<file path="src/rtl/pc_fetch_ctrl.sv">
// Program counter and instruction-fetch sequencer: IDLE -> FETCH -> EXEC with
// branch/jump/trap redirects, deferred trap redirects during a fetch, and alignment checks.
module pc_fetch_ctrl #(
    parameter int unsigned     XLEN         = 32,
    parameter logic [XLEN-1:0] RESET_VECTOR = '0,
    parameter int unsigned     ALIGN_BITS   = 2
) (
    input  logic            clock,
    input  logic            reset,
    output logic            imem_req,
    output logic [XLEN-1:0] imem_addr,
    input  logic            imem_ack,
    output logic            instr_valid,
    input  logic            stall,
    input  logic [XLEN-1:0] generated_immediate,
    input  logic            branch_decision,
    input  logic            pc_add_write_value,
    input  logic [XLEN-1:0] pc_write_value,
    input  logic            auipc_in,
    input  logic            trap_valid,
    input  logic [XLEN-1:0] trap_vector,
    output logic [XLEN-1:0] pc_out,
    output logic [XLEN-1:0] pc_add_out,
    output logic            misaligned
);

    localparam int unsigned     INSTR_BYTES = 4;
    localparam logic [XLEN-1:0] ALIGN_MASK  = (XLEN'(1) << ALIGN_BITS) - XLEN'(1);

    typedef enum logic [1:0] {IDLE, FETCH, EXEC} state_t;

    state_t          state_q, state_d;
    logic [XLEN-1:0] pc_q, pc_d;
    logic            pending_q, pending_d;
    logic [XLEN-1:0] pend_tgt_q, pend_tgt_d;
    logic            misaligned_q, misaligned_d;

    logic [XLEN-1:0] seq_c, branch_tgt_c, jump_tgt_c, redirect_tgt_c;

    assign seq_c        = pc_q + XLEN'(INSTR_BYTES);
    assign branch_tgt_c = pc_q + (generated_immediate << 1);
    assign jump_tgt_c   = pc_write_value + generated_immediate;
    assign pc_add_out   = auipc_in ? jump_tgt_c : seq_c;

    // Jump outranks branch; the selected target is the one alignment-checked.
    assign redirect_tgt_c = pc_add_write_value ? jump_tgt_c : branch_tgt_c;

    always_ff @(posedge clock or negedge reset) begin
        if (!reset) begin
            state_q      <= IDLE;
            pc_q         <= RESET_VECTOR;
            pending_q    <= 1'b0;
            pend_tgt_q   <= '0;
            misaligned_q <= 1'b0;
        end else begin
            state_q      <= state_d;
            pc_q         <= pc_d;
            pending_q    <= pending_d;
            pend_tgt_q   <= pend_tgt_d;
            misaligned_q <= misaligned_d;
        end
    end

    always_comb begin
        state_d      = state_q;
        pc_d         = pc_q;
        pending_d    = pending_q;
        pend_tgt_d   = pend_tgt_q;
        misaligned_d = 1'b0;
        unique case (state_q)
            IDLE: state_d = FETCH;
            FETCH: begin
                // A trap on the ack edge counts as pending and wins over the older target.
                if (imem_ack) begin
                    if (trap_valid || pending_q) begin
                        pc_d      = trap_valid ? trap_vector : pend_tgt_q;
                        pending_d = 1'b0;
                    end else begin
                        state_d = EXEC;
                    end
                end else if (trap_valid) begin
                    pending_d  = 1'b1;
                    pend_tgt_d = trap_vector;
                end
            end
            EXEC: begin
                if (trap_valid) begin
                    pc_d    = trap_vector;
                    state_d = FETCH;
                end else if (!stall) begin
                    state_d = FETCH;
                    if (pc_add_write_value || branch_decision) begin
                        if ((redirect_tgt_c & ALIGN_MASK) != '0) begin
                            pc_d         = trap_vector;
                            misaligned_d = 1'b1;
                        end else begin
                            pc_d = redirect_tgt_c;
                        end
                    end else begin
                        pc_d = seq_c;
                    end
                end
            end
            default: state_d = IDLE;
        endcase
    end

    assign pc_out      = pc_q;
    assign imem_addr   = pc_q;
    assign imem_req    = (state_q == FETCH);
    assign instr_valid = (state_q == EXEC);
    assign misaligned  = misaligned_q;

endmodule
</file>
<file path="config.mk">
export PLATFORM = sky130hd
export DESIGN_NAME = pc_fetch_ctrl
export DESIGN_NICKNAME = d
export VERILOG_FILES = /design/src/rtl/pc_fetch_ctrl.sv
export SDC_FILE = /design/constraint.sdc
export NUM_CORES = 1
export LEC_CHECK = 0
export CAP_MARGIN = 25
export CORE_ASPECT_RATIO = 0.9
export CORE_UTILIZATION = 25
export CTS_BUF_LIST = sky130_fd_sc_hd__clkbuf_8
export CTS_CLUSTER_SIZE = 10
export DETAILED_ROUTE_END_ITERATION = 16
export PLACE_DENSITY = 0.44
export SYNTH_ARGS = -nofsm -noshare
export SYNTH_HDL_FRONTEND = slang
export SYNTH_SLANG_ARGS = --single-unit
</file>
<file path="constraint.sdc">
create_clock -name clock -period 5.63 [get_ports clock]
set_input_delay 1.4075 -clock clock [delete_from_list [all_inputs] [get_ports clock]]
set_output_delay 1.4075 -clock clock [all_outputs]
set_load 0.05 [all_outputs]
</file>
-- Yosys cells after proc, flatten, opt, wreduce, memory -nomap -nowiden
Index checks and enable logic that the tools add are counted.
- register bits: 68
- bits of input ports: 104
- output and inout bits: 99
- logic and storage cells: 49
- $add $sub $neg: 3
- equal/unequal tests: 7
- mux-type cells: 23
- bitwise gates (word level): 1
- reduce and logical (&&, ||, !) cells: 10
- operators with widths (operator ; count):
    2-to-1 mux 32 bit ; 9
    adder 32 bit ; 2
    case mux 32 bit (2 select lines) ; 1
    adder 32 x 3 -> 32 bit (second input constant) ; 1
    nonzero test 32 bit ; 1
    2-to-1 mux 1 bit ; 8
    2-to-1 mux 2 bit ; 4
    != test 2 x 1 -> 1 bit (second input constant) ; 3
    case mux 2 bit (3 select lines) ; 1
    AND reduction 3 bit ; 2
    AND reduction 4 bit ; 1
    nonzero test 2 bit ; 2
    != test 3 x 2 -> 1 bit (second input constant) ; 1
    == test 2 x 1 -> 1 bit (second input constant) ; 1
    == test 2 bit (second input constant) ; 1
    logical NOT 2 bit ; 1
    logical OR 1 bit ; 2
    != test 2 bit (second input constant) ; 1
    AND reduction 2 bit ; 1
    NOT 1 bit ; 1

-- Depth between registers and ports, before layout
- word-level depth: 8
- depth in mapped cells: 14
- mapped depth without buffers: 12

-- Worst setup path before layout
OpenSTA, ideal clock, no wires.
- path type: input-to-output
- from: input generated_immediate[0]
- to: output pc_add_out[28]
- arrival: 4.414 ns
- data required time: 4.223 ns
- slack: -0.191 ns
- stages on the path: 12
- buffers on the path: 0
- cells stage by stage: ha_1 -> inv_1 -> fa_1 -> nand2b_1 -> a21oi_1 -> o21ai_1 -> a21oi_1 -> o31ai_1 -> o31ai_1 -> a21oi_1 -> xor2_1 -> o21ai_0
- longest elaborated chain between the ends: 2
- ends and longest elaborated chain (what ; line ; RTL):
    from (decl) ; 15 ; input logic [XLEN-1:0] generated_immediate,
    adder 32 bit ; 42 ; assign jump_tgt_c = pc_write_value + generated_immediate;
    2-to-1 mux 32 bit ; 43 ; assign pc_add_out = auipc_in ? jump_tgt_c : seq_c;
    to (decl) ; 23 ; output logic [XLEN-1:0] pc_add_out,
Every way passes these cells.

-- Final worst setup path
- from: input generated_immediate[6]
- to: output pc_add_out[17]
The elaborated chain is that of the path after synthesis.

==> results.cfg <==
[timing]
final.setup_skew_ns = 0.0131
hold_viol_final = 0
timing.hold.ws_ns = 0.507
min_period_ns = 5.55
timing.final.crit_share_pct = 98.6
timing.slew.headroom_pct = 33.6
max_freq_mhz = 180
setup_viol = 0
tightest_slew_ns = 0.995
maxSlewViolCount = 0
setup_ws_ns = 0.0784

[synthesis]
ys_ff_latch = 68
yosysSeqAreaShare_pct = 20.1
syn_avg_cell_area_um2 = 7.78
ys_warn_count = 0
syn_nets = 1257
synth_edf_count = 0
synth_top_family_by_area = compound AO/OA/AOI/OAI gates
async_reset_ff_share_pct = 100
ys.flop_type = dfrtp_1
yosys.area_share.simple_pct = 19.1
synth_compound_area_share_pct = 28.7
synth_cell_types = 83
yosys.area_share.xor_xnor_pct = 7.98
synth_fa_ha_area_share_pct = 10.1
synthMuxAreaShare_pct = 6.34
synthesis.area_um2 = 8450
synthesis.instances = 1086

[finish]
syn_to_final_growth_pct = 47.3
fillers = 3443
layout-drive-gt1-share_pct = 22.0
antenna_cells = 0
fin_nets = 1518
mostFrequentLayoutCell = clkdlybuf4s50_1
layout_common_cells = clkdlybuf4s50_1, buf_4, a21oi_1

[clock_network]
cts.root.buffer_cell = clkbuf_8
cts_tree = yes
cts.clk_slew.worst_paths_ns = 0.08
clk_path_buf_depth = 2
clock_latency_ns = 0.38
cts_sinks = 68
ctsHtreeMaxLevel = 3
numCtsBuffers = 9

[global_routing]
grt_max_degree = 69
grt_usage_pct = 21.7
grt_pass1_vias = 9052
grt_pass1_wl_mm = 56.6
overflow = 0
grt_antenna_before_repair = 0

[critical_path]
end_kind = output pin
critPathKind = in2out
worstPathArrival_ns = 4.14
crit_fanout = 4
startpoint_type = input pin
cp.required_ns = 4.22

[power]
peakVddDrop_mv = 0.234
intPower_uw = 2840
pwr-share-comb_pct = 75.0
p_leak_uw = 0.00522
swShare_pct = 56.2
clkPwrFrac_pct = 6.8
sequentialPowerShare_pct = 18.2
power.density_nw_per_um2 = 522
p_sw_uw = 3650

[floorplan]
initial_utilization_pct = 25.5
die_y_um = 176
die_width_um = 196
design.die.area_um2 = 34500
core_region_area_um2 = 33100
num_io_pins = 203
fp-row-count = 63

[placement]
dp_slack_ns = -0.506
dp_hpwl_mm = 30.3
port_buffers = 202
finalWeightedCongestion = 0.877

[drt]
detail_route.iter0.violations = 724
drt_pass1_iterations = 6
avgViaCountPerCell = 5.25
post_drt_wl_per_cell_um = 21.4
drtAntennaViolNets = 0
routed-via-count = 9316
drc = 0
drt-total-wl_mm = 37.9

[run]
maxCapViolCount = 0

[outcome]
status = completed

[worst_hold_path]
hold_class = reg2reg
[registers in the layout (all words and copies together), names as in the netlist]
register and cells:
pending_q 1, state_q 2, pend_tgt_q 32, misaligned 1, imem_addr 32
[stage by stage]
step           power (µW)  setup TNS (ns)  cell area, µm²  std cells  util [%]
2_1_floorplan        4270               0            8450       1086         -
3_3_place_gp         5930           -4.27           11700       1746      35.3
3_5_place_dp         5930           -4.80           11700       1746      35.3
4_1_cts              6440               0           12100       1771      36.6
5_1_grt              6870         -0.0372           12400       1774      37.6
6_report             6490               0           12400       1774      37.6
[area by class of cell]
cell class	count	area, µm²	area share, %
Sequential cell	68	1700	13.7
Clock inverter	7	76.3	0.614
Clock buffer	9	124	0.996
Tap cell	422	528	4.25
Timing Repair Buffer	339	3370	27.1
Multi-Input combinational cell	896	6510	52.3
Inverter	33	124	0.996
[cell families after synthesis]
group,after synthesis
XOR/XNOR,77
AND/OR/NAND/NOR,333
multiplexers,49
buffers and inverters,122
flip-flops,68
adder cells (fa/ha/maj),67
AO/OA/AOI/OAI,370
[worst paths after layout]
kind,from,end,slack (ns),cells after the start
min in group asynchronous,reset,imem_addr[30],0.83,1
max reg2reg,state_q[0],imem_addr[16],1.90,12
max in group asynchronous,reset,state_q[0],4.22,2
max,generated_immediate[6],pc_add_out[17],0.08,11
min reg2reg,pend_tgt_q[21],pend_tgt_q[21],0.51,1
min,pend_tgt_q[21],pend_tgt_q[21],0.51,1
[critical path, cell delays in order]
cell	delay, ns
clkdlybuf4s50_1	0.55
ha_4	0.24
a21o_1	0.19
nand4_1	0.09
o21ai_0	0.09
or2_4	0.30
a311oi_4	0.35
buf_4	0.19
xor2_1	0.27
mux2i_1	0.25
buf_12	0.23
[what timing repair did]
| action | in CTS | in global routing |
|---|---|---|
| endpoints found under the setup margin | 16 | 15 |
| resized for setup | 46 | 46 |
| pin swaps | 20 | 23 |
| buffers inserted | 9 | 2 |
| hold buffers | 0 | 0 |
[metal layers]
metal	part of all wire (%)	wire [µm]	GRT usage, %	up-vias
met5	0	0	0	-
met4	0.94	357	3.91	0
met3	4.7	1770	1.97	20
met2	43	16500	33.3	273
met1	51	19300	32.9	4482
li1	-	-	-	4541
[cell usage after synthesis, drive strengths merged, types with 11 or more instances]
| library cell | instances | area, µm² |
|---|---|---|
| ha | 65 | 813 |
| nand2 | 90 | 338 |
| clkbuf | 35 | 163 |
| nand4 | 17 | 113 |
| dfrtp | 68 | 1700 |
| a31oi | 21 | 131 |
| buf | 53 | 350 |
| inv | 33 | 124 |
| a21o | 27 | 203 |
| a21oi | 116 | 584 |
| o21a | 14 | 105 |
| mux2i | 13 | 130 |
| nor2 | 92 | 345 |
| o221ai | 16 | 140 |
| nand3 | 43 | 225 |
| xor2 | 34 | 298 |
| xnor2 | 43 | 377 |
| mux2 | 36 | 405 |
| o22ai | 11 | 68.8 |
| o21ai | 77 | 389 |
| nor3 | 24 | 120 |
| and3 | 18 | 114 |
| a221oi | 21 | 184 |
[power groups by stage]
stage,Clock [µW],Sequential (µW),Combinational [µW]
after detailed placement,0,1190,4750
after global placement,0,1180,4740
after CTS,447,1180,4820
after floorplan,0,1360,2910
final,442,1180,4860
after global routing,467,1220,5190
Power figures use the tool's default switching activity.
